===== src/rtl/bcd_clock_pkg.sv =====
// Shared definitions for the BCD time-of-day counter: FSM encoding, BCD limits,
// digit-field offsets for the packed {h1,h0,m1,m0,s1,s0} word and a validity check.
package bcd_clock_pkg;

    typedef enum logic [1:0] {
        StRun   = 2'd0,
        StCheck = 2'd1,
        StApply = 2'd2
    } state_e;

    // BCD limits
    localparam logic [3:0] DigitMax = 4'd9;
    localparam logic [3:0] TensMax  = 4'd5;
    localparam logic [7:0] HourMax  = 8'd23;

    // LSB offsets of each 4-bit digit in the 24-bit packed time word
    localparam int unsigned S0Lsb = 0;
    localparam int unsigned S1Lsb = 4;
    localparam int unsigned M0Lsb = 8;
    localparam int unsigned M1Lsb = 12;
    localparam int unsigned H0Lsb = 16;
    localparam int unsigned H1Lsb = 20;

    // True when the packed word is a legal hh:mm:ss in 24-hour BCD
    function automatic logic time_is_valid(input logic [23:0] t);
        logic [3:0] h1, h0, m1, m0, s1, s0;
        logic [7:0] hours;
        h1 = t[H1Lsb +: 4];
        h0 = t[H0Lsb +: 4];
        m1 = t[M1Lsb +: 4];
        m0 = t[M0Lsb +: 4];
        s1 = t[S1Lsb +: 4];
        s0 = t[S0Lsb +: 4];
        hours = ({4'd0, h1} * 8'd10) + {4'd0, h0};
        return (h1 <= DigitMax) && (h0 <= DigitMax) && (m1 <= DigitMax) &&
               (m0 <= DigitMax) && (s1 <= DigitMax) && (s0 <= DigitMax) &&
               (s1 <= TensMax) && (m1 <= TensMax) && (hours <= HourMax);
    endfunction

endpackage


===== src/rtl/bcd_mod_counter.sv =====
// Two-digit BCD counter wrapping at MODULUS (60 for seconds/minutes, 24 for hours).
// load has priority over inc; carry flags the wrap cycle so the next stage can advance.
module bcd_mod_counter
    import bcd_clock_pkg::*;
#(
    parameter int unsigned MODULUS = 60
) (
    input  logic       clk,
    input  logic       rst,
    input  logic       inc,
    input  logic       load,
    input  logic [7:0] load_val,
    output logic [3:0] d1,
    output logic [3:0] d0,
    output logic       carry
);

    localparam logic [3:0] TopHi = 4'((MODULUS - 1) / 10);
    localparam logic [3:0] TopLo = 4'((MODULUS - 1) % 10);

    logic [3:0] d1_q, d1_d, d0_q, d0_d;
    logic       at_top;

    assign at_top = (d1_q == TopHi) && (d0_q == TopLo);
    assign carry  = inc && at_top && !load;
    assign d1     = d1_q;
    assign d0     = d0_q;

    // Next value: load, else BCD increment with wrap at MODULUS-1
    always_comb begin
        d1_d = d1_q;
        d0_d = d0_q;
        if (load) begin
            d1_d = load_val[7:4];
            d0_d = load_val[3:0];
        end else if (inc) begin
            if (at_top) begin
                d1_d = 4'd0;
                d0_d = 4'd0;
            end else if (d0_q == DigitMax) begin
                d1_d = d1_q + 4'd1;
                d0_d = 4'd0;
            end else begin
                d0_d = d0_q + 4'd1;
            end
        end
    end

    // Digit registers
    always_ff @(posedge clk or posedge rst) begin
        if (rst) begin
            d1_q <= 4'd0;
            d0_q <= 4'd0;
        end else begin
            d1_q <= d1_d;
            d0_q <= d0_d;
        end
    end

endmodule


===== src/rtl/bcd_time_counter.sv =====
// BCD hh:mm:ss time-of-day counter with a 1 Hz prescaler and a checked time-load path
// (RUN -> CHECK -> APPLY). Define ALARM_EN to add the alarm_time input and alarm_out pulse.
module bcd_time_counter
    import bcd_clock_pkg::*;
#(
    parameter int unsigned CLK_HZ = 400
) (
    input  logic        CLK_400Hz,
    input  logic        reset,
    input  logic        run_en,
    input  logic        set_valid,
    input  logic [23:0] set_time,
    output logic        set_ready,
    output logic        set_err,
    output logic        tick_1hz,
`ifdef ALARM_EN
    input  logic [23:0] alarm_time,
    output logic        alarm_out,
`endif
    output logic [3:0]  bcd_hrd1,
    output logic [3:0]  bcd_hrd0,
    output logic [3:0]  bcd_mind1,
    output logic [3:0]  bcd_mind0,
    output logic [3:0]  bcd_secd1,
    output logic [3:0]  bcd_secd0
);

    localparam logic [15:0] PrescTop = 16'(CLK_HZ - 1);

    state_e      state_q, state_d;
    logic [15:0] presc_q;
    logic [23:0] shadow_q;
    logic        set_err_q;
    logic        shadow_ok;
    logic        accept;
    logic        presc_en;
    logic        tick;
    logic        apply;
    logic        sec_carry, min_carry, day_wrap_unused;

    assign shadow_ok = time_is_valid(shadow_q);
    assign set_err   = set_err_q;
    assign tick_1hz  = tick;

    // FSM state register
    always_ff @(posedge CLK_400Hz or posedge reset) begin
        if (reset) begin
            state_q <= StRun;
        end else begin
            state_q <= state_d;
        end
    end

    // FSM next state
    always_comb begin
        state_d = state_q;
        unique case (state_q)
            StRun:   if (set_valid) state_d = StCheck;
            StCheck: state_d = shadow_ok ? StApply : StRun;
            StApply: state_d = StRun;
            default: state_d = StRun;
        endcase
    end

    // FSM outputs; the prescaler only runs (and can only tick) in RUN
    always_comb begin
        set_ready = (state_q == StRun);
        accept    = set_ready && set_valid;
        presc_en  = run_en && (state_q == StRun);
        tick      = presc_en && (presc_q == PrescTop);
        apply     = (state_q == StApply);
    end

    // Prescaler: cleared by a load so the first second after it is a full one
    always_ff @(posedge CLK_400Hz or posedge reset) begin
        if (reset) begin
            presc_q <= 16'd0;
        end else if (apply) begin
            presc_q <= 16'd0;
        end else if (presc_en) begin
            presc_q <= tick ? 16'd0 : presc_q + 16'd1;
        end
    end

    // Shadow capture of the requested time on accept
    always_ff @(posedge CLK_400Hz or posedge reset) begin
        if (reset) begin
            shadow_q <= 24'd0;
        end else if (accept) begin
            shadow_q <= set_time;
        end
    end

    // Error flag: decided at CHECK, sticky until the next load is checked
    always_ff @(posedge CLK_400Hz or posedge reset) begin
        if (reset) begin
            set_err_q <= 1'b0;
        end else if (state_q == StCheck) begin
            set_err_q <= !shadow_ok;
        end else if (apply) begin
            set_err_q <= 1'b0;
        end
    end

    bcd_mod_counter #(
        .MODULUS (60)
    ) u_sec (
        .clk      (CLK_400Hz),
        .rst      (reset),
        .inc      (tick),
        .load     (apply),
        .load_val (shadow_q[S0Lsb +: 8]),
        .d1       (bcd_secd1),
        .d0       (bcd_secd0),
        .carry    (sec_carry)
    );

    bcd_mod_counter #(
        .MODULUS (60)
    ) u_min (
        .clk      (CLK_400Hz),
        .rst      (reset),
        .inc      (sec_carry),
        .load     (apply),
        .load_val (shadow_q[M0Lsb +: 8]),
        .d1       (bcd_mind1),
        .d0       (bcd_mind0),
        .carry    (min_carry)
    );

    // Hour wrap needs no further stage: 23:59:59 simply rolls to 00:00:00
    bcd_mod_counter #(
        .MODULUS (24)
    ) u_hr (
        .clk      (CLK_400Hz),
        .rst      (reset),
        .inc      (min_carry),
        .load     (apply),
        .load_val (shadow_q[H0Lsb +: 8]),
        .d1       (bcd_hrd1),
        .d0       (bcd_hrd0),
        .carry    (day_wrap_unused)
    );

`ifdef ALARM_EN
    logic tick_d1_q;

    // Remember a tick so the match is only judged on tick-driven time changes
    always_ff @(posedge CLK_400Hz or posedge reset) begin
        if (reset) begin
            tick_d1_q <= 1'b0;
        end else begin
            tick_d1_q <= tick;
        end
    end

    assign alarm_out = tick_d1_q &&
        ({bcd_hrd1, bcd_hrd0, bcd_mind1, bcd_mind0, bcd_secd1, bcd_secd0} == alarm_time);
`endif

endmodule


===== config.mk =====
export PLATFORM = sky130hd
export DESIGN_NAME = bcd_time_counter
export DESIGN_NICKNAME = d
export VERILOG_FILES = /design/src/rtl/bcd_clock_pkg.sv /design/src/rtl/bcd_mod_counter.sv /design/src/rtl/bcd_time_counter.sv
export SDC_FILE = /design/constraint.sdc
export NUM_CORES = 1
export LEC_CHECK = 0
export BUFFER_PORTS_ARGS = -buffer_cell sky130_fd_sc_hd__buf_2
export CAP_MARGIN = 20
export CORE_MARGIN = 2
export CORE_UTILIZATION = 45
export DETAILED_ROUTE_END_ITERATION = 7
export PLACE_DENSITY = 0.71
export SLEW_MARGIN = 15
export SYNTH_ARGS = -nofsm -noshare
export SYNTH_HDL_FRONTEND = slang
export SYNTH_SLANG_ARGS = --single-unit

===== constraint.sdc =====
create_clock -name CLK_400Hz -period 3.16 [get_ports CLK_400Hz]
set_input_delay 0.474 -clock CLK_400Hz [delete_from_list [all_inputs] [get_ports CLK_400Hz]]
set_output_delay 0.474 -clock CLK_400Hz [all_outputs]
set_load 0.02 [all_outputs]

======== Yosys cells after proc, flatten, opt, wreduce, memory -nomap -nowiden ========
Cells that the tools add are included.
storage, ports and cells
  memories kept ........................... 0
  bits in read-only memories .............. 0
  memory bits (writable) .................. 0
  register bits ........................... 67
  bits of input ports ..................... 28
  output and inout port bits .............. 27
  word-level logic and storage cells ...... 103
  bits in latches ......................... 0
cells by class
  reduce and logical (&&, ||, !) cells .... 32
  add/subtract/negate cells ............... 8
  bitwise operators ....................... 0
  div/mod/pow operators ................... 0
  magnitude comparators ................... 9
  mux-type cells .......................... 32
  eq/ne operators ......................... 11
  shift operators ......................... 0
  multipliers ............................. 1
operator list
  kind                     count
  $mux W4                  24
  $mux W16                 3
  $add A4 B1 Y4 const B    6
  $le A4 B4 Y1 const B     6
  $logic_and A1 B1 Y1      18
  $add A16 B1 Y16 const B  1
  $eq A16 B9 Y1 const B    1
  $eq A4 B4 Y1 const B     3
  $reduce_bool A2 Y1       5
  $reduce_bool A3 Y1       3
  $add A8 B4 Y8            1
  $eq A4 B2 Y1 const B     2
  $eq A4 B3 Y1 const B     2
  $le A4 B3 Y1 const B     2
  $le A8 B5 Y1 const B     1
  $mul A4 B3 Y7 const B    1
  $reduce_and A2 Y1        3
  $mux W2                  2
  $pmux W2 S2              1
  $eq A2 B1 Y1 const B     1
  $eq A2 B2 Y1 const B     1
  $logic_not A1 Y1         2
  $logic_not A2 Y1         1
  $mux W1                  2
  $ne A2 B2 Y1 const B     1

======== Longest topological paths before layout ========
Gate-level depths: netlist of the first run.
  word-level depth ........................ 11
  mapped depth ............................ 11

======== By module ========
Synthesis of the first run repeated with hierarchy kept, for this count alone.
unflattened totals
  cell total of the unflattened synthesis .. 384
  area, all modules ....................... 3931.3 sq um
modules (own cells, without submodules)
  module                        cells each  seq. area each (sq um)  instances  area an instance (sq um)
  bcd_time_counter              195         1076.0                  1          2202.1
  bcd_mod_counter at u_min ...  65          200.2                   2          600.6
  bcd_mod_counter at u_hr       59          200.2                   1          528.0

======== Worst setup path before layout of the first run ========
OpenSTA, ideal clock, no wires.
  path kind ............................... reg-to-reg
  start ................................... register state_q[0]
  end ..................................... register u_hr.d0_q[2], in the netlist u_hr.d0[2]
  arrival time ............................ 2.181 ns
  cell stages (with the launch flop) ...... 11
  required time ........................... 3.078 ns
  slack ................................... 0.897 ns
  cells stage by stage .................... dfrtp_1 inv_1 ha_1 buf_2 and2_1 buf_4 and2_0 clkbuf_2 nand4_4 or4_1 a31oi_1
between the ends
  word-level cells in the longest chain between the ends .. 8
  elaborated cells between the ends (all ways) .. 11
  those cells by class .................... eq/ne: 1; mux: 1; reduce/logical: 9
ends and longest elaborated chain
  item                                 line                    text
  start: declaration                   bcd_time_counter.sv:30  state_e state_q, state_d;
  start signal: assignment             bcd_time_counter.sv:48  state_q <= StRun;
  start signal: assignment             bcd_time_counter.sv:50  state_q <= state_d;
  $logic_not A2 Y1                     --
  net set_ready                        bcd_time_counter.sv:13  output logic set_ready,
  $logic_and A1 B1 Y1                  bcd_time_counter.sv:69  presc_en = run_en && (state_q == StRun);
  $logic_and A1 B1 Y1                  bcd_time_counter.sv:70  tick = presc_en && (presc_q == PrescTop);
  $logic_and A1 B1 Y1 (4 in series)    bcd_mod_counter.sv:25   assign carry = inc && at_top && !load;
  $reduce_bool A2 Y1 (no source line)  --
  end signal: assignment               bcd_mod_counter.sv:53   d0_q <= 4'd0;
  end signal: assignment               bcd_mod_counter.sv:56   d0_q <= d0_d;
  end: declaration                     bcd_mod_counter.sv:21   logic [3:0] d1_q, d1_d, d0_q, d0_d;
The timed path passes the listed nets, and every way through them passes these cells.
A chain may end at the register's enable or synchronous reset.

======== Worst setup path after layout of the first run ========
  start ................................... register state_q[0]
  end ..................................... output tick_1hz
between the ends
  word-level cells in the longest chain between the ends .. 3
ends and longest elaborated chain
  item                 line                    text
  $logic_not A2 Y1     bcd_time_counter.sv:69
  $logic_and A1 B1 Y1  bcd_time_counter.sv:69
  $logic_and A1 B1 Y1  bcd_time_counter.sv:70
  end: declaration     bcd_time_counter.sv:15  output logic tick_1hz,
No other way between the ends.

==> impl_metrics.ini, run 1 <==
[die]
fp.dieW_microns = 97.2
initial_utilization_pct = 47.1
num_rows = 33
die-height_microns = 97.2
dieArea_sq_um = 9440
core_area_sq_um = 8300
io_pins = 55

[place]
place.gp.congestion = 0.865
dpl.hpwl_microns = 6590
place_area_sq_um = 4280
place_inst = 538
portBuffers = 54
place_ws_ps = 757

[sta]
rsz0062_at_grt = false
setup_tns_ps = 0
worst_pin_slew_ps = 688
hold_viol = 0
finalSetupViolCount = 0
fin_crit_sh_pct = 83.2
final.min_clock_period_ps = 2630
holdWs_ps = 187
post-route-worst-setup-slack_ps = 532
final_max_slew_viol_count = 0
max_slew_margin_pct = 54.0
fmax_mhz = 381
skew_ps = 11.0

[cts]
clk_latency_ps = 340
cts_tree = built
h-tree-depth = 3
holdBufCountCts = 0
cts_resized = 0
postCtsSetupRepairBufs = 0
cts.sinks = 67
cts_buffers = 9
root_buffer = clkbuf_8
clk_transition_reported_paths_ps = 70
cts_buffer_depth = 2

[routing]
drc = 0
wl_per_cell_microns = 15.7
dr.pass1.iters = 4
drt_iter0_markers = 121
drt_wl_total_microns = 8640
postRouteAntennaNets = 0
vias = 3086
viasPerCell = 5.59

[setup_path]
crit_buf_inv = 3
cp_data_required_time_ps = 2690
cp_max_fo = 8
start_kind = register
crit_path_end_kind = output pin
path_common_cell = inv_1
crit_family = simple AND/OR/NAND/NOR gates
arrival_ps = 2150
path_cells = inv_1, ha_1, and2_1, and2_0, nand2_1, inv_1, buf_2
slowest_stage = and2_0
crit_type = reg2out
cpPeakStageDelay_ps = 440

[synth]
synth.distinct_cells = 63
netlist.area_leader.share_pct = 42.9
synth.largest_area_cell = dfrtp_1
syn_inst = 388
ys_seq_area_share_pct = 42.9
synthFlopType = dfrtp_1
synth_area_leaders = dfrtp_1 (43%), mux2_2 (7.2%), ha_1 (6.1%), nor2_1 (3.8%), o21ai_0 (3.5%)
synth.avg_cell_area_sq_um = 10.1
syn_nets = 437
async_flop_share_pct = 100
synth-edff-count = 0
synth-seq-cells = 67
synth_warnings = 0
synthesis.area_sq_um = 3910

[final_layout]
drive_gt1_share_pct = 25.3
diodes = 0
fill_cells = 756
stdcell_count = 552
final_core_util_pct = 53.6
fin_nets = 493
fin_area_sq_um = 4450
area_growth_pct = 13.9

[job]
drv_cap = 0

[outcome]
status = finished clean

[grt]
track_usage_pct = 19.2
grt.overflow.total = 0
grt_antenna_before_repair = 0
grt_max_degree = 28
grt_pass1_vias = 3075
grt_pass1_wl_microns = 14700

[power_and_ir_drop]
p_per_area_nw_per_um2 = 750
peakVddDrop_mv = 0.391
p_leak_nw = 1.97
total_power_mw = 3.33

[worst_hold_path]
min_path_type = in2async
kinds of logic (layout without fill, tap and decap cells):
group	count (synthesis)	count (layout)	synth area share [%]
AND/OR/NAND/NOR	143	143	21.2
AO/OA/AOI/OAI	64	64	10.4
buffers and inverters	38	97	4.07
flip-flops	67	67	42.9
adder cells (fa/ha/maj)	21	21	7.11
XOR/XNOR	20	20	4.48
multiplexers	35	35	9.77
final timing paths:
| path | cells past startpoint | to | slack [ps] | from |
|---|---|---|---|---|
| max in group asynchronous | 3 | u_sec.d1[3]$_DFFE_PP0P_ | 2260 | reset |
| setup reg to reg | 8 | set_err$_DFFE_PP0P_ | 760 | shadow_q[23]$_DFFE_PP0P_ |
| hold / removal | 2 | shadow_q[2]$_DFFE_PP0P_ | 190 | reset |
| hold reg to reg | 2 | u_min.d1[0]$_DFFE_PP0P_ | 490 | shadow_q[12]$_DFFE_PP0P_ |
| min in group CLK_400Hz | 2 | shadow_q[5]$_DFFE_PP0P_ | 360 | set_time[5] |
| setup / recovery | 7 | tick_1hz | 530 | state_q[0]$_DFFE_PP0P_ |
sequential cells by signal, indices dropped and copies added, names as in the netlist:
signal	flops
presc_q	16
shadow_q	24
u_min.d1	4
u_min.d0	4
u_hr.d0	4
u_hr.d1	4
state_q	2
u_sec.d0	4
set_err	1
u_sec.d1	4
power breakdown:
part           switching (mW)  leakage [nW]  internal [mW]
Combinational           0.660          1.12          0.630
Sequential              0.296         0.765           1.12
Clock                   0.311        0.0843          0.318
Total                    1.27          1.97           2.07
area by class of cell:
class	count	area, sq um	share of cell area [%]
Clock inverter	2	12.5	0.281
Multi-Input combinational cell	283	2070	46.6
Tap cell	105	131	2.95
Clock buffer	12	155	3.49
Inverter	23	86.3	1.94
Sequential cell	67	1680	37.7
Timing Repair Buffer	60	315	7.09
Yosys cell counts, drive strengths merged (2+ instances only):
cell	n
o2111ai	3
or3	3
nand2b	2
a2bb2oi	3
nand3	10
o21ai	27
or4	4
nand4	9
a211oi	2
and4bb	2
clkbuf	9
nand2	34
inv	23
xor2	7
mux2	25
and3	4
nor2	40
nor4b	3
dfrtp	67
nor4	6
nor2b	6
nor3	4
xnor2	13
a21oi	8
buf	6
o31ai	3
fa	2
mux2i	10
and4	4
a31oi	6
and2	4
ha	19
cell usage in the layout (no fill, tap or decap), types with 5 or more instances in the layout:
master     n
xnor2_1   13
o21ai_0   27
dfrtp_1   67
nand4_1    7
a31oi_1    6
nor4_1     5
clkbuf_8  11
xor2_1     7
mux2i_1   10
nand3_1   10
nand2_1   34
buf_2     54
mux2_2    25
inv_1     22
ha_1      19
a21oi_1    8
buf_4      6
nor2_1    40
nor2b_1    6
per-layer routing:
layer | wire length (microns) | up-vias | GRT usage, %
li1 | - | 1488 | -
met1 | 3940 | 1501 | 25.2
met2 | 4090 | 79 | 31.4
met3 | 424 | 18 | 4.32
met4 | 189 | 0 | 6.83
met5 | 0 | - | 0
Power figures use the tool's default switching activity.
==> inputs of run 2 (changes only) <==
Settings changed: ABC_AREA set to 1.
Clock period 3.16 ns to 2.56 ns, I/O delays scaled along.
==> run 2 against run 1 <==
Non-clock buffer count rose by 1. Sequential share of layout area fell by 1.6 points. Utilization shrank 0.53 points. Die area is 4.2% higher. Power is 19% higher. Flip-flop and latch count is the same. Critical endpoint unchanged. Clock-buffer cell count down 1. Wire length up 4.9%. First-iteration DRC count increased by 26%. Highest routed layer is now met5. Area after synthesis rose by 4.4%. Synthesized cell count increased by 33%. Hold slack got worse by 78 ps.
==> impl_metrics.ini, run 2 <==
[cts]
cts.sinks = 67
clk_latency_ps = 340
postCtsSetupRepairBufs = 0
cts_resized = 0
cts_tree = built
cts_buffer_depth = 2
holdBufCountCts = 0
cts_buffers = 9
h-tree-depth = 3
clk_transition_reported_paths_ps = 70
root_buffer = clkbuf_8

[synth]
synth-seq-cells = 67
synth_warnings = 0
synth-edff-count = 0
ys_seq_area_share_pct = 41.1
synth_area_leaders = dfrtp_1 (41%), nand2_1 (12%), ha_1 (5.8%), inv_1 (5.5%), nand3_1 (4.8%)
syn_nets = 565
synth_commonest_cells = nand2_1 (130), dfrtp_1 (67), inv_1 (60), nor2_1 (48), nand3_1 (39)
synth.largest_area_cell = dfrtp_1
synthFlopType = dfrtp_1
synthesis.area_sq_um = 4080
netlist.area_leader.share_pct = 41.1
yosys.cell_count.top_type = nand2_1
synth.avg_cell_area_sq_um = 7.90
syn_inst = 516
synth.distinct_cells = 37
async_flop_share_pct = 100

[power_and_ir_drop]
p_leak_nw = 2.41
switchingPower_mw = 1.54
power_frac_seq_pct = 39.4
combPwrFrac_pct = 38.5
pwr-share-clk_pct = 22.1
p_int_mw = 2.41
switching_share_pct = 38.9
p_per_area_nw_per_um2 = 850
peakVddDrop_mv = 0.590

[sta]
final_max_slew_viol_count = 0
fin_crit_sh_pct = 88.4
final.min_clock_period_ps = 2260
worst_pin_slew_ps = 722
skew_ps = 9.63
hold_viol = 0
setup_tns_ps = 0
rsz0062_at_grt = false
finalSetupViolCount = 0
max_slew_margin_pct = 51.9
fmax_mhz = 442

[final_layout]
diodes = 0
layout_commonest_cell = nand2_1
drive_gt1_share_pct = 19.7
largestRegisters = shadow_q x24, presc_q x16
layout_common_cells = nand2_1 (130), dfrtp_1 (67), inv_1 (59)
area_growth_pct = 14.1
final_core_util_pct = 53.1
largest_register_ffs = 24
fin_nets = 623
top_register = shadow_q

[setup_path]
cp_data_required_time_ps = 2180
arrival_ps = 1880
crit_type = reg2out
cp_max_fo = 4
start_kind = register
crit_path_end_kind = output pin

[die]
die-height_microns = 99.2
fp.dieW_microns = 99.2
core_area_sq_um = 8760
num_rows = 34
io_pins = 55
initial_utilization_pct = 46.5
dieArea_sq_um = 9840

[grt]
track_usage_pct = 20.1
top_usage_layer = met2
grt_max_degree = 42
grt_pass1_wl_microns = 16200
grt_use_met3_pct = 4.36
grt_antenna_before_repair = 1
globalRouteMet1Util_pct = 25.7
grt.overflow.total = 0
grt_pass1_vias = 3526
met2_usage_pct = 34.6

[worst_hold_path]
min_path_type = in2async

[place]
dpl.hpwl_microns = 6760
place.gp.congestion = 0.890
portBuffers = 54

[routing]
viasPerCell = 5.17
drt_iter0_markers = 152
vias = 3551
postRouteAntennaNets = 0
dr.pass1.iters = 5
wl_per_cell_microns = 13.2
drc = 0
drt_wl_total_microns = 9070

[outcome]
status = finished clean

[job]
drv_cap = 0
## run 2: through the flow
| step | worst slack (ps) | instances | instance area, sq um | power [mW] | hold WS (ps) |
|---|---|---|---|---|---|
| 6_report | 298 | 687 | 4650 | 3.95 | 110 |
| 3_3_place_gp | 527 | 671 | 4460 | 3.02 | 468 |
| 2_1_floorplan | 493 | 516 | 4080 | 2.71 | 474 |
| 3_5_place_dp | 464 | 671 | 4460 | 3.10 | 470 |
| 4_1_cts | 315 | 687 | 4650 | 3.99 | 111 |
| 5_1_grt | 132 | 687 | 4650 | 4.32 | 151 |
## run 2: logic make-up (layout without fill, tap and decap cells)
group	count (synthesis)	after routing	synth area share (%)
xor gates and xnor gates	10	10	2.15
buffers and inverters	78	141	8.13
and+or+nand+nor	260	260	29.0
muxes	15	15	4.14
AOI/OAI and AO/OA	65	65	8.62
adders and majority gates	21	21	6.81
DFF	67	67	41.1
## run 2: layout make-up
type	count	area [sq um]
inverter	64	240
timing repair buffer	61	335
clock inverter	5	52.6
multi-input combinational	371	2070
fill	854	4110
clock buffer	11	141
sequential	67	1680
tap	108	135
## run 2: worst max-delay path, cell delays in order, from the launching register on
cell	delay [ps]
dfrtp_1	400
inv_1	100
ha_1	210
nand2_1	80
inv_1	120
nand3_1	120
nor4_1	270
buf_2	240
## run 2: final timing paths
path | slack (ps) | depth (start not counted) | endpoint | from
worst max-delay path | 300 | 7 | tick_1hz | state_q[0]$_DFFE_PP0P_
worst max register to register | 430 | 13 | set_err$_DFFE_PP0P_ | shadow_q[23]$_DFFE_PP0P_
worst min-delay path | 110 | 2 | u_min.d1[0]$_DFFE_PP0P_ | reset
max in group asynchronous | 1820 | 3 | presc_q[7]$_DFFE_PP0P_ | reset
min in group CLK_400Hz | 260 | 2 | shadow_q[16]$_DFFE_PP0P_ | set_time[16]
worst min register to register | 490 | 2 | set_err$_DFFE_PP0P_ | set_err$_DFFE_PP0P_
## run 2: power groups by stage
stage                     Combinational (mW)  Sequential [mW]  Clock, mW
after floorplan                         1.17             1.54          0
after CTS                               1.53             1.55      0.901
after global routing                    1.78             1.60      0.943
after global placement                  1.46             1.56          0
final                                   1.52             1.56      0.874
after detailed placement                1.53             1.57          0
## run 2: routing by layer
layer / wire, microns / up-vias
li1: - / 1785
met1: 4080 / 1667
met2: 4430 / 84
met3: 432 / 13
met4: 117 / 2
met5: 13 / -
==> inputs of run 3 (changes only) <==
Settings changed: ABC_AREA 1 to not set.
==> run 3 against run 2 <==
Sequential power increased by 12%. First-iteration DRC count shrank 13%. Setup slack worse by 120 ps. Clock skew grew 2.2 ps. Highest routed layer is now met4. Flip-flop and latch count is the same.
==> impl_metrics.ini, run 3 (synthesis results as in run 1) <==
[final_layout]
area_growth_pct = 15.4
diodes = 0
layout_commonest_cell = dfrtp_1
fill_cells = 735
fin_nets = 494
largestRegisters = shadow_q x24, presc_q x16
layout_common_cells = dfrtp_1 (67), buf_2 (54), nor2_1 (40)
final_core_util_pct = 54.3
largest_register_ffs = 24
regArea_sq_um = 1680
stdcell_count = 555
multi_input_area_sq_um = 2070
drive_gt1_share_pct = 26.2
top_register = shadow_q

[cts]
holdBufCountCts = 0
clk_transition_reported_paths_ps = 80
cts_buffer_depth = 2
clk_latency_ps = 340
cts_tree = built
root_buffer = clkbuf_8
h-tree-depth = 3
cts.sinks = 67
cts_buffers = 9

[place]
place_inst = 539
place.gp.congestion = 0.839
portBuffers = 54
dpl.hpwl_microns = 6440
place_ws_ps = 176

[sta]
setup_tns_ps = 0
final.min_clock_period_ps = 2390
fin_crit_sh_pct = 93.2
fmax_mhz = 419
hold_viol = 0
finalSetupViolCount = 0
final_max_slew_viol_count = 0
skew_ps = 11.8
worst_pin_slew_ps = 494
max_slew_margin_pct = 67.0
rsz0062_at_grt = false
post-route-worst-setup-slack_ps = 174

[setup_path]
cp_max_fo = 8
crit_path_end_kind = output pin
crit_type = reg2out
rrSetupSlack_ps = 180
crit-reg2reg-launch = shadow_q[21]$_DFFE_PP0P_
cp_data_required_time_ps = 2180
start_kind = register
arrival_ps = 2000
rr_endpoint = set_err$_DFFE_PP0P_
rr_worst_depth = 8

[die]
initial_utilization_pct = 47.1
io_pins = 55
fp.dieW_microns = 97.2
dieArea_sq_um = 9440
die-height_microns = 97.2
core_area_sq_um = 8300
num_rows = 33

[power_and_ir_drop]
combPwrFrac_pct = 38.4
p_per_area_nw_per_um2 = 938
switchingPower_mw = 1.60
power_frac_seq_pct = 41.1
p_leak_nw = 1.99
p_int_mw = 2.63
pwr-share-clk_pct = 20.5
peakVddDrop_mv = 0.730
switching_share_pct = 37.9

[grt]
grt_pass1_wl_microns = 14500
track_usage_pct = 18.9
grt.overflow.total = 0
grt_pass1_vias = 3024
grt_antenna_before_repair = 0
grt_max_degree = 68

[job]
drv_cap = 0

[worst_hold_path]
min_path_type = in2async

[routing]
wl_per_cell_microns = 15.4
postRouteAntennaNets = 0
drt_iter0_markers = 132
vias = 3081
viasPerCell = 5.55
dr.pass1.iters = 4
drc = 0
drt_wl_total_microns = 8520

[outcome]
status = finished clean
[run 3: repair_timing]
action                                 4_1_cts  5_1_grt
resized for setup                            0        3
buffers inserted                             0        0
setup endpoints to repair                    0        1
endpoints found under the hold margin        0        0
[run 3: how the worst max path moves through the flow]
stage / start / endpoint
after floorplan: state_q[0]$_DFFE_PP0P_ / u_hr.d0[2]$_DFFE_PP0P_
final: presc_q[0]$_DFFE_PP0P_ / tick_1hz
after global placement: shadow_q[21]$_DFFE_PP0P_ / set_err$_DFFE_PP0P_
after CTS: presc_q[0]$_DFFE_PP0P_ / tick_1hz
after global routing: shadow_q[21]$_DFFE_PP0P_ / set_err$_DFFE_PP0P_
after detailed placement: shadow_q[21]$_DFFE_PP0P_ / set_err$_DFFE_PP0P_
[run 3: critical path: stages, from the launching register on]
cell and delay (ps):
dfrtp_1 390, ha_1 240, nor4b_4 260, and4_4 330
nand2_1 100, inv_1 150, buf_2 200
[run 3: per-layer routing]
layer  up-vias  part of all wire (%)  track usage, %
met1      1508                    47            26.3
met2        70                    48            29.9
met3        12                   4.0            4.17
met4         0                   1.4            5.31
met5         -                     0               0
li1       1491                     -               -
[run 3: layout make-up]
| type | instances | area share [%] |
|---|---|---|
| inverter | 23 | 1.92 |
| clock buffer | 9 | 2.75 |
| timing repair buffer | 61 | 7.72 |
| clock inverter | 7 | 1.53 |
| tap | 105 | 2.91 |
| multi-input combinational | 283 | 46.0 |
| sequential | 67 | 37.2 |
[run 3: power by group through the flow]
stage | Combinational [mW] | Sequential, mW | Clock [mW]
detailed placement | 1.63 | 1.75 | 0
global route | 1.83 | 1.80 | 0.924
finish | 1.63 | 1.74 | 0.866
floorplan | 1.17 | 1.74 | 0
global placement | 1.58 | 1.73 | 0
CTS | 1.64 | 1.73 | 0.883
[run 3: per-stage QoR]
stage          cell area [sq um]  power (mW)  hold slack [ps]
5_1_grt                     4510        4.55              130
3_3_place_gp                4310        3.31              457
6_report                    4510        4.23              111
2_1_floorplan               3910        2.91              444
3_5_place_dp                4310        3.38              464
4_1_cts                     4510        4.26              119
